### src/rtl/bcd_to_binary_seq_if.sv
// Handshake and data bundle for the sequential BCD-to-binary converter.
// Carries the request digits toward the converter and the result back to the requester.
// START/BUSY/DONE handshake; one conversion at a time, with no queueing.
`timescale 1ns/1ps
interface bcd_to_binary_seq_if;
    logic       START;
    logic [1:0] HUNDREDS;
    logic [3:0] TENS;
    logic [3:0] ONES;
    logic [7:0] BIN;
    logic       BUSY;
    logic       DONE;
    logic       ERR;

    modport master (
        output START, HUNDREDS, TENS, ONES,
        input  BIN, BUSY, DONE, ERR
    );

    modport slave (
        input  START, HUNDREDS, TENS, ONES,
        output BIN, BUSY, DONE, ERR
    );
endinterface

### src/rtl/bcd_to_binary_seq.sv
// Sequential 3-digit BCD to 8-bit binary converter (reverse double-dabble).
// Latency: DONE 11 cycles after an accepted START (2 cycles for an invalid digit).
// Backpressure: START is ignored unless the FSM is in IDLE; nothing is queued.
// Optional macro BCD_SAT_EN: an over-range result saturates to MAX_VAL instead of 0.
`timescale 1ns/1ps
module bcd_to_binary_seq #(
    parameter int MAX_VAL = 255
) (
    input  logic                  clk,
    input  logic                  rst_n,
    bcd_to_binary_seq_if.slave    bus
);
    typedef enum logic [1:0] {S_IDLE, S_CHECK, S_SHIFT, S_DONE} state_t;

    localparam logic [8:0] MAX9 = 9'(MAX_VAL);

    state_t      r_state;
    logic [9:0]  r_bcd;
    logic [8:0]  r_bin;
    logic [3:0]  r_cnt;
    logic [7:0]  r_bin_o;
    logic        r_busy;
    logic        r_done;
    logic        r_err;

    logic [18:0] w_shift;
    logic [9:0]  w_bcd_nxt;
    logic [8:0]  w_bin_nxt;
    logic        w_digit_bad;
    logic        w_over;
    logic [7:0]  w_over_val;

    // One reverse double-dabble step: shift right, then pull each decimal digit back by 3 when >= 8.
    // The hundreds field is only 2 bits wide, so it can never reach 8 and needs no correction.
    always_comb begin
        w_shift   = {r_bcd, r_bin} >> 1;
        w_bcd_nxt = w_shift[18:9];
        w_bin_nxt = w_shift[8:0];
        if (w_bcd_nxt[7:4] >= 4'd8) w_bcd_nxt[7:4] = w_bcd_nxt[7:4] - 4'd3;
        if (w_bcd_nxt[3:0] >= 4'd8) w_bcd_nxt[3:0] = w_bcd_nxt[3:0] - 4'd3;
        w_digit_bad = (r_bcd[7:4] > 4'd9) || (r_bcd[3:0] > 4'd9);
        w_over      = (w_bin_nxt > MAX9);
`ifdef BCD_SAT_EN
        w_over_val  = MAX9[7:0];
`else
        w_over_val  = 8'd0;
`endif
    end

    // Control FSM with registered outputs; BIN/ERR only change on the edge that enters DONE.
    always_ff @(posedge clk or negedge rst_n) begin
        if (!rst_n) begin
            r_state <= S_IDLE;
            r_bcd   <= '0;
            r_bin   <= '0;
            r_cnt   <= '0;
            r_bin_o <= '0;
            r_busy  <= 1'b0;
            r_done  <= 1'b0;
            r_err   <= 1'b0;
        end else begin
            case (r_state)
                S_IDLE: begin
                    r_done <= 1'b0;
                    if (bus.START) begin
                        r_bcd   <= {bus.HUNDREDS, bus.TENS, bus.ONES};
                        r_bin   <= '0;
                        r_cnt   <= '0;
                        r_busy  <= 1'b1;
                        r_state <= S_CHECK;
                    end
                end
                S_CHECK: begin
                    if (w_digit_bad) begin
                        r_bin_o <= 8'd0;
                        r_err   <= 1'b1;
                        r_done  <= 1'b1;
                        r_busy  <= 1'b0;
                        r_state <= S_DONE;
                    end else begin
                        r_state <= S_SHIFT;
                    end
                end
                S_SHIFT: begin
                    r_bcd <= w_bcd_nxt;
                    r_bin <= w_bin_nxt;
                    if (r_cnt == 4'd8) begin
                        // Ninth step: the result is complete in w_bin_nxt, publish it now.
                        r_cnt   <= '0;
                        r_bin_o <= w_over ? w_over_val : w_bin_nxt[7:0];
                        r_err   <= w_over;
                        r_done  <= 1'b1;
                        r_busy  <= 1'b0;
                        r_state <= S_DONE;
                    end else begin
                        r_cnt <= r_cnt + 4'd1;
                    end
                end
                S_DONE: begin
                    // START is deliberately ignored here.
                    r_done  <= 1'b0;
                    r_state <= S_IDLE;
                end
                default: begin
                    r_state <= S_IDLE;
                    r_busy  <= 1'b0;
                    r_done  <= 1'b0;
                end
            endcase
        end
    end

    assign bus.BIN  = r_bin_o;
    assign bus.BUSY = r_busy;
    assign bus.DONE = r_done;
    assign bus.ERR  = r_err;
endmodule

### src/flat_wrapper.sv
// flat-port wrapper written by rule: the top's interface ports become plain ports
module bcd_to_binary_seq_flat 
#(
    parameter int MAX_VAL = 255
)
  (clk, rst_n, bus_START, bus_HUNDREDS, bus_TENS, bus_ONES, bus_BIN, bus_BUSY, bus_DONE, bus_ERR);
  bcd_to_binary_seq_if bus_i ();
  input  logic clk;
  input  logic rst_n;
  input wire logic [$bits(bus_i.START)-1:0] bus_START;
  input wire logic [$bits(bus_i.HUNDREDS)-1:0] bus_HUNDREDS;
  input wire logic [$bits(bus_i.TENS)-1:0] bus_TENS;
  input wire logic [$bits(bus_i.ONES)-1:0] bus_ONES;
  output wire logic [$bits(bus_i.BIN)-1:0] bus_BIN;
  output wire logic [$bits(bus_i.BUSY)-1:0] bus_BUSY;
  output wire logic [$bits(bus_i.DONE)-1:0] bus_DONE;
  output wire logic [$bits(bus_i.ERR)-1:0] bus_ERR;
  assign bus_i.START = bus_START;
  assign bus_i.HUNDREDS = bus_HUNDREDS;
  assign bus_i.TENS = bus_TENS;
  assign bus_i.ONES = bus_ONES;
  assign bus_BIN = bus_i.BIN;
  assign bus_BUSY = bus_i.BUSY;
  assign bus_DONE = bus_i.DONE;
  assign bus_ERR = bus_i.ERR;
  bcd_to_binary_seq #(.MAX_VAL(MAX_VAL)) u_core (.clk(clk), .rst_n(rst_n), .bus(bus_i));
endmodule
### config.mk
export PLATFORM = sky130hd
export DESIGN_NAME = bcd_to_binary_seq_flat
export DESIGN_NICKNAME = d
export VERILOG_FILES = /design/src/rtl/bcd_to_binary_seq_if.sv /design/src/rtl/bcd_to_binary_seq.sv /design/src/flat_wrapper.sv
export SDC_FILE = /design/constraint.sdc
export NUM_CORES = 1
export LEC_CHECK = 0
export ABC_AREA = 1
export ABC_CLOCK_PERIOD_IN_PS = 1300
export BUFFER_PORTS_ARGS = -buffer_cell sky130_fd_sc_hd__buf_2
export CORE_ASPECT_RATIO = 0.75
export CORE_UTILIZATION = 53
export CTS_BUF_LIST = sky130_fd_sc_hd__clkbuf_2
export DETAILED_ROUTE_END_ITERATION = 16
export PLACE_DENSITY = 0.77
export SLEW_MARGIN = 20
export SYNTH_ARGS = -nofsm -noshare
export SYNTH_HDL_FRONTEND = slang
export SYNTH_SLANG_ARGS = --single-unit
### constraint.sdc
create_clock -name clk -period 1.3 [get_ports clk]
set_input_delay 0.065 -clock clk [delete_from_list [all_inputs] [get_ports clk]]
set_output_delay 0.065 -clock clk [all_outputs]
set_load 0.01 [all_outputs]
# [Yosys cells after proc, flatten, opt, wreduce, memory -nomap -nowiden]
# Cells that the tools add are included.
[classes] n_addsub=3 muxes=26 reduce_logical=11 order_cmp=5 eq_ne=7
[ops] op="$mux 8" count=3
[ops] op="$pmux 10 s2" count=1
[ops] op="$pmux 9 s2" count=1
[ops] op="$mux 4" count=4
[ops] op="$pmux 8 s2" count=1
[ops] op="$mux 10" count=1
[ops] op="$gt 9x8->1 const B" count=1
[ops] op="$mux 9" count=1
[ops] op="$ge 4x4->1 const B" count=2
[ops] op="$gt 4x4->1 const B" count=2
[ops] op="$pmux 2 s4" count=1
[ops] op="$pmux 4 s2" count=1
[ops] op="$sub 4x2->4 const B" count=2
[ops] op="$mux 1" count=7
[ops] op="$pmux 1 s3" count=2
[ops] op="$reduce_and 2->1" count=3
[ops] op="$add 4x1->4 const B" count=1
[ops] op="$eq 2x2->1 const B" count=2
[ops] op="$eq 4x4->1 const B" count=1
[ops] op="$mux 2" count=2
[ops] op="$ne 2x1->1 const B" count=2
[ops] op="$reduce_and 4->1" count=1
[ops] op="$reduce_bool 2->1" count=2
[ops] op="$reduce_and 3->1" count=1
[ops] op="7 further kinds" count=7
[totals] register_bits=36 elab_cells=60 out_inout_bits=11

# [Longest topological paths before layout]
[logic_depth] ltp_word=4 ltp_mapped=10 ltp_nobuf=9

# [Least setup slack after synthesis]
# No wires, ideal clock.
[synth_path] kind="register to register" from="reg u_core.r_state[0]" to="reg u_core.r_bcd[0]" n_path_buf=2 arrival_time_ns=1.203 required_time_ns=1.170 synth_period_minus_slack_ns=1.333 slack_ns=-0.033 path_stages_with_launch=7 path_cell_list="dfrtp_1 -> inv_1 -> ha_1 -> buf_2 -> buf_2 -> o211ai_1 -> o21ai_0"
[synth_between] elab_chain_len=3 elab_cells_between_ends=6
[synth_lines] element="from (decl)" line="bcd_to_binary_seq.sv:17" source="state_t r_state;"
[synth_lines] element="from (signal assigned)" line="bcd_to_binary_seq.sv:53" source="r_state <= S_IDLE;"
[synth_lines] element="from (signal assigned)" line="bcd_to_binary_seq.sv:70" source="r_state <= S_CHECK;"
[synth_lines] element="from (signal assigned)" line="bcd_to_binary_seq.sv:79" source="r_state <= S_DONE;"
[synth_lines] element="$eq 2x2->1 / $logic_not 2->1 (equally long branches)" line="bcd_to_binary_seq.sv:62" source="case (r_state)"
[synth_lines] element="$reduce_bool 2->1 (no line) / $ne 2x2->1 (equally long branches)"
[synth_lines] element="$reduce_and 2->1 (no line)"
[synth_lines] element="to (signal assigned)" line="bcd_to_binary_seq.sv:66" source="r_bcd <= {bus.HUNDREDS, bus.TENS, bus.ONES};"
[synth_lines] element="to (signal assigned)" line="bcd_to_binary_seq.sv:85" source="r_bcd <= w_bcd_nxt;"
[synth_lines] element="to (decl)" line="bcd_to_binary_seq.sv:18" source="logic [9:0] r_bcd;"
# Several ways; a longest one is shown, not always the timed one.
# A chain may end at the register's enable or synchronous reset.

# [Worst setup path after layout]
[layout_path] from="reg u_core.r_state[1]" to="reg u_core.r_bcd[7]"
# Same word-level chain as after synthesis.

==> run summary <==
status -> complete, but fails checks
failing checks -> setup timing
Core ar. -> 3080 µm²
CP peak stage delay -> 0.43 ns
adder-cell share of the synthesized area -> 6.24%
RSZ-0062 raised after global routing -> true
Worst setup EP type -> flip-flop
max cap viols -> 0
Synth Area in XOR/XNOR -> 0.971%
period utilization -> 108%
Least-Margin Pin Slew -> 0.431 ns
number of global-route vias before repair -> 1589
critical path peak fanout -> 6
cts bufs inserted -> 5
pwr/cell area -> 2470 nW/µm²
mux contribution to synthesized area -> 0%
design area -> 2410 µm²
Max H-tree Level -> 2
DRT Pass-1 Iters -> 4
Mapped Area -> 1800 µm²
Hold Crit Depth -> 3
Routed WL per cell -> 13.4 µm
DP HPWL -> 2720 µm
total number of yosys warnings -> 0
Largest delay share family, worst path -> flip-flops
start point of the worst min-delay path -> bus_TENS[3]
DRT Wirelength -> 4230 µm
total clock sinks -> 35
total gr overflow -> 0
Worst-Skew Late Latency -> 0.36 ns
max-slew violation count -> 0
Post-Synthesis Cells -> 221
Routed Antenna Nets -> 0
n_diodes -> 0
Final Hold Vio Count -> 0
syn nets -> 243
Worst Hold Class -> input port to flip-flop
vias per cell -> 5.20
Sw Pwr -> 2.68 mW
worst r2r path cells -> 7
Synth cell types -> 20
reg2reg setup slack -> -0.10 ns
global-route wire length before repair -> 7310 µm
Sw Ratio -> 45.1%
Area Growth Syn to Fin -> 33.4%
Chip Width -> 69.4 µm
maximum VDD drop -> 1.35 mV
Seq cells post-synth -> 35
total track usage -> 26.3%
synthesized area per cell -> 8.16 µm²
DP Worst Slack -> -0.118 ns
Startpoint Class -> flip-flop
Nets -> 300
Power, Total -> 5.95 mW
Initial Utilization -> 58.5%
Die Height -> 52.5 µm
internal power -> 3.27 mW
vias -> 1642
Ports -> 24
Clk pwr share -> 7.6%
post-synthesis compound-gate area fraction -> 11.2%
Leak -> 1.22 nW
f_max -> 713 MHz
share of cells above drive strength 1 -> 30.6%
Sequential Power Share -> 29.0%
DP Area -> 2120 µm²
DR iter-0 viols -> 133
# setup viols final -> 24
detailed-route DRC error count -> 0
crit path setup slack, layout -> -0.103 ns
worst hold endpoint -> u_core.r_bcd[7]
clock transition at the registers of the reported paths -> 0.16 ns
CTS tree -> done
combinational share of power -> 63.4%
WP data arrival -> 1.66 ns
Buf+Inv Stages, Crit Path -> 2
kind of critical path -> flip-flop to flip-flop
RR Startpoint -> u_core.r_state[1]
Worst path slowest cell -> dfrtp_1
largest buffer count on any clock path -> 2
min Tclk post-route -> 1.40 ns
clk_skew -> 0.0143 ns
worst-path cell chain -> buf_4 > ha_4 > nand2_2 > nand2_4 > buf_6 > a21oi_2 > a21oi_1
sequential share of the synthesized area -> 48.5%
largest family of logic cells by synthesized area -> simple AND/OR/NAND/NOR gates
Root Driver -> clkbuf_2
Simple-Gate Fraction of Synth Area -> 24.4%
initial antenna violation count -> 0
RePlAce Congestion -> 0.822
IO Port Bufs -> 23
Rows -> 17
Die ar. -> 3640 µm²
Data required, critical path -> 1.56 ns
Worst slew margin -> 71.3%
Fin Setup TNS -> -1.13 ns
largest net degree at the start of global routing -> 36
reg2reg end -> u_core.r_bcd[7]
-- placed cells by master, fill, tap and decap left out, types with 3 or more instances in the layout --
cell	n
ha_4	4
dlygate4sd3_1	7
o21ai_1	6
o21ai_0	10
nand4_1	10
dfrtp_1	35
nor2_1	14
a21oi_1	4
nand2_1	56
inv_2	6
buf_12	3
buf_4	24
nand3_1	8
nand2_2	6
o22ai_1	6
clkbuf_2	5
o211ai_1	4
ha_1	5
buf_2	23
inv_1	22
-- worst max-delay path by stage --
stage	start	end	slack, ns	cells past startpoint
final	u_core.r_state[1]	u_core.r_bcd[7]	-0.10	7
after global routing	u_core.r_state[0]	u_core.r_bcd[7]	-0.18	6
after CTS	u_core.r_state[0]	u_core.bus.BIN[6]	-0.04	7
after detailed placement	u_core.r_cnt[1]	u_core.r_state[0]	-0.12	9
after global placement	u_core.r_cnt[1]	u_core.r_state[0]	-0.12	9
after floorplan	u_core.r_state[0]	u_core.r_cnt[3]	0.003	10
-- synthesized netlist by cell type --
cell type,number,area [µm²]
buf_6,1,11.3
buf_2,7,35.0
dfrtp_1,35,876
xor2_1,2,17.5
a21oi_1,6,30.0
o22ai_1,8,50.1
nor2_1,17,63.8
o211ai_1,4,30.0
buf_1,1,3.75
nand3_1,10,50.1
ha_1,9,113
nand2_1,58,218
nand3_2,1,10.0
nor3_1,1,5.00
nand4_1,10,62.6
nand2_2,5,31.3
inv_1,27,101
o21ai_0,16,80.1
a31oi_1,2,12.5
inv_2,1,3.75
-- state kept, by name, summed over array words and instances, names as in the netlist --
signal,count
u_core.bus.BUSY,1
u_core.r_state,2
u_core.bus.BIN,8
u_core.bus.ERR,1
u_core.r_cnt,4
u_core.r_bcd,10
u_core.bus.DONE,1
u_core.r_bin,8
-- area by class of cell --
| class | count | area (µm²) |
|---|---|---|
| flip-flops and latches | 35 | 876 |
| inverters | 28 | 105 |
| clock inverters | 2 | 8.76 |
| well taps | 38 | 47.5 |
| repair buffers | 59 | 448 |
| fillers | 207 | 678 |
| multi-input cells | 149 | 896 |
| clock buffers | 5 | 25.0 |
-- through the flow --
stage                     util, %  instances  hold slack (ns)
after floorplan                 -        221           -0.231
after global placement       68.8        298            0.126
after detailed placement     68.8        298            0.123
after CTS                    76.4        316          0.00978
after global routing         78.0        316           0.0450
final                        78.0        316           0.0263
-- cells by family (layout without fill, tap and decap cells) --
logic type,count (synthesis),count (layout)
buffers and inverters,37,94
XOR/XNOR,2,2
AO/OA/AOI/OAI,36,36
AND/OR/NAND/NOR,102,102
flip-flops,35,35
adder cells (fa/ha/maj),9,9
-- metal layers --
layer  share of wire (%)  vias to the layer above  wire length [µm]  track usage [%]
li1                    -                      830                 -                -
met1                  48                      756              2030             36.2
met2                  45                       50              1900             42.1
met3                 5.4                        6               230             4.62
met4                 1.6                        0                68             9.86
met5                   0                        -                 0                0
-- timing repair --
item | CTS | global route
setup endpoints to repair | 32 | 35
gates resized for setup | 26 | 14
pin swaps | 3 | 0
hold endpoints to repair | 41 | 0
gates cloned | 2 | 0
hold buffers | 7 | 0
setup buffers | 2 | 0
-- power groups by stage --
| stage | clock, mW | sequential [mW] | combinational [mW] |
|---|---|---|---|
| floorplan | 0 | 1.74 | 1.91 |
| CTS | 0.466 | 1.71 | 3.51 |
| global route | 0.509 | 1.77 | 4.21 |
| global placement | 0 | 1.70 | 2.95 |
| detailed placement | 0 | 1.72 | 3.02 |
| finish | 0.452 | 1.72 | 3.77 |
-- worst reg2reg max path, cell delays in order (launching register included) --
cell and delay (ns):
dfrtp_1 0.43, buf_4 0.15, ha_4 0.18, nand2_2 0.11, nand2_4 0.08, buf_6 0.14, a21oi_2 0.16, a21oi_1 0.06
No activity file was read; power rests on OpenSTA's default activity.
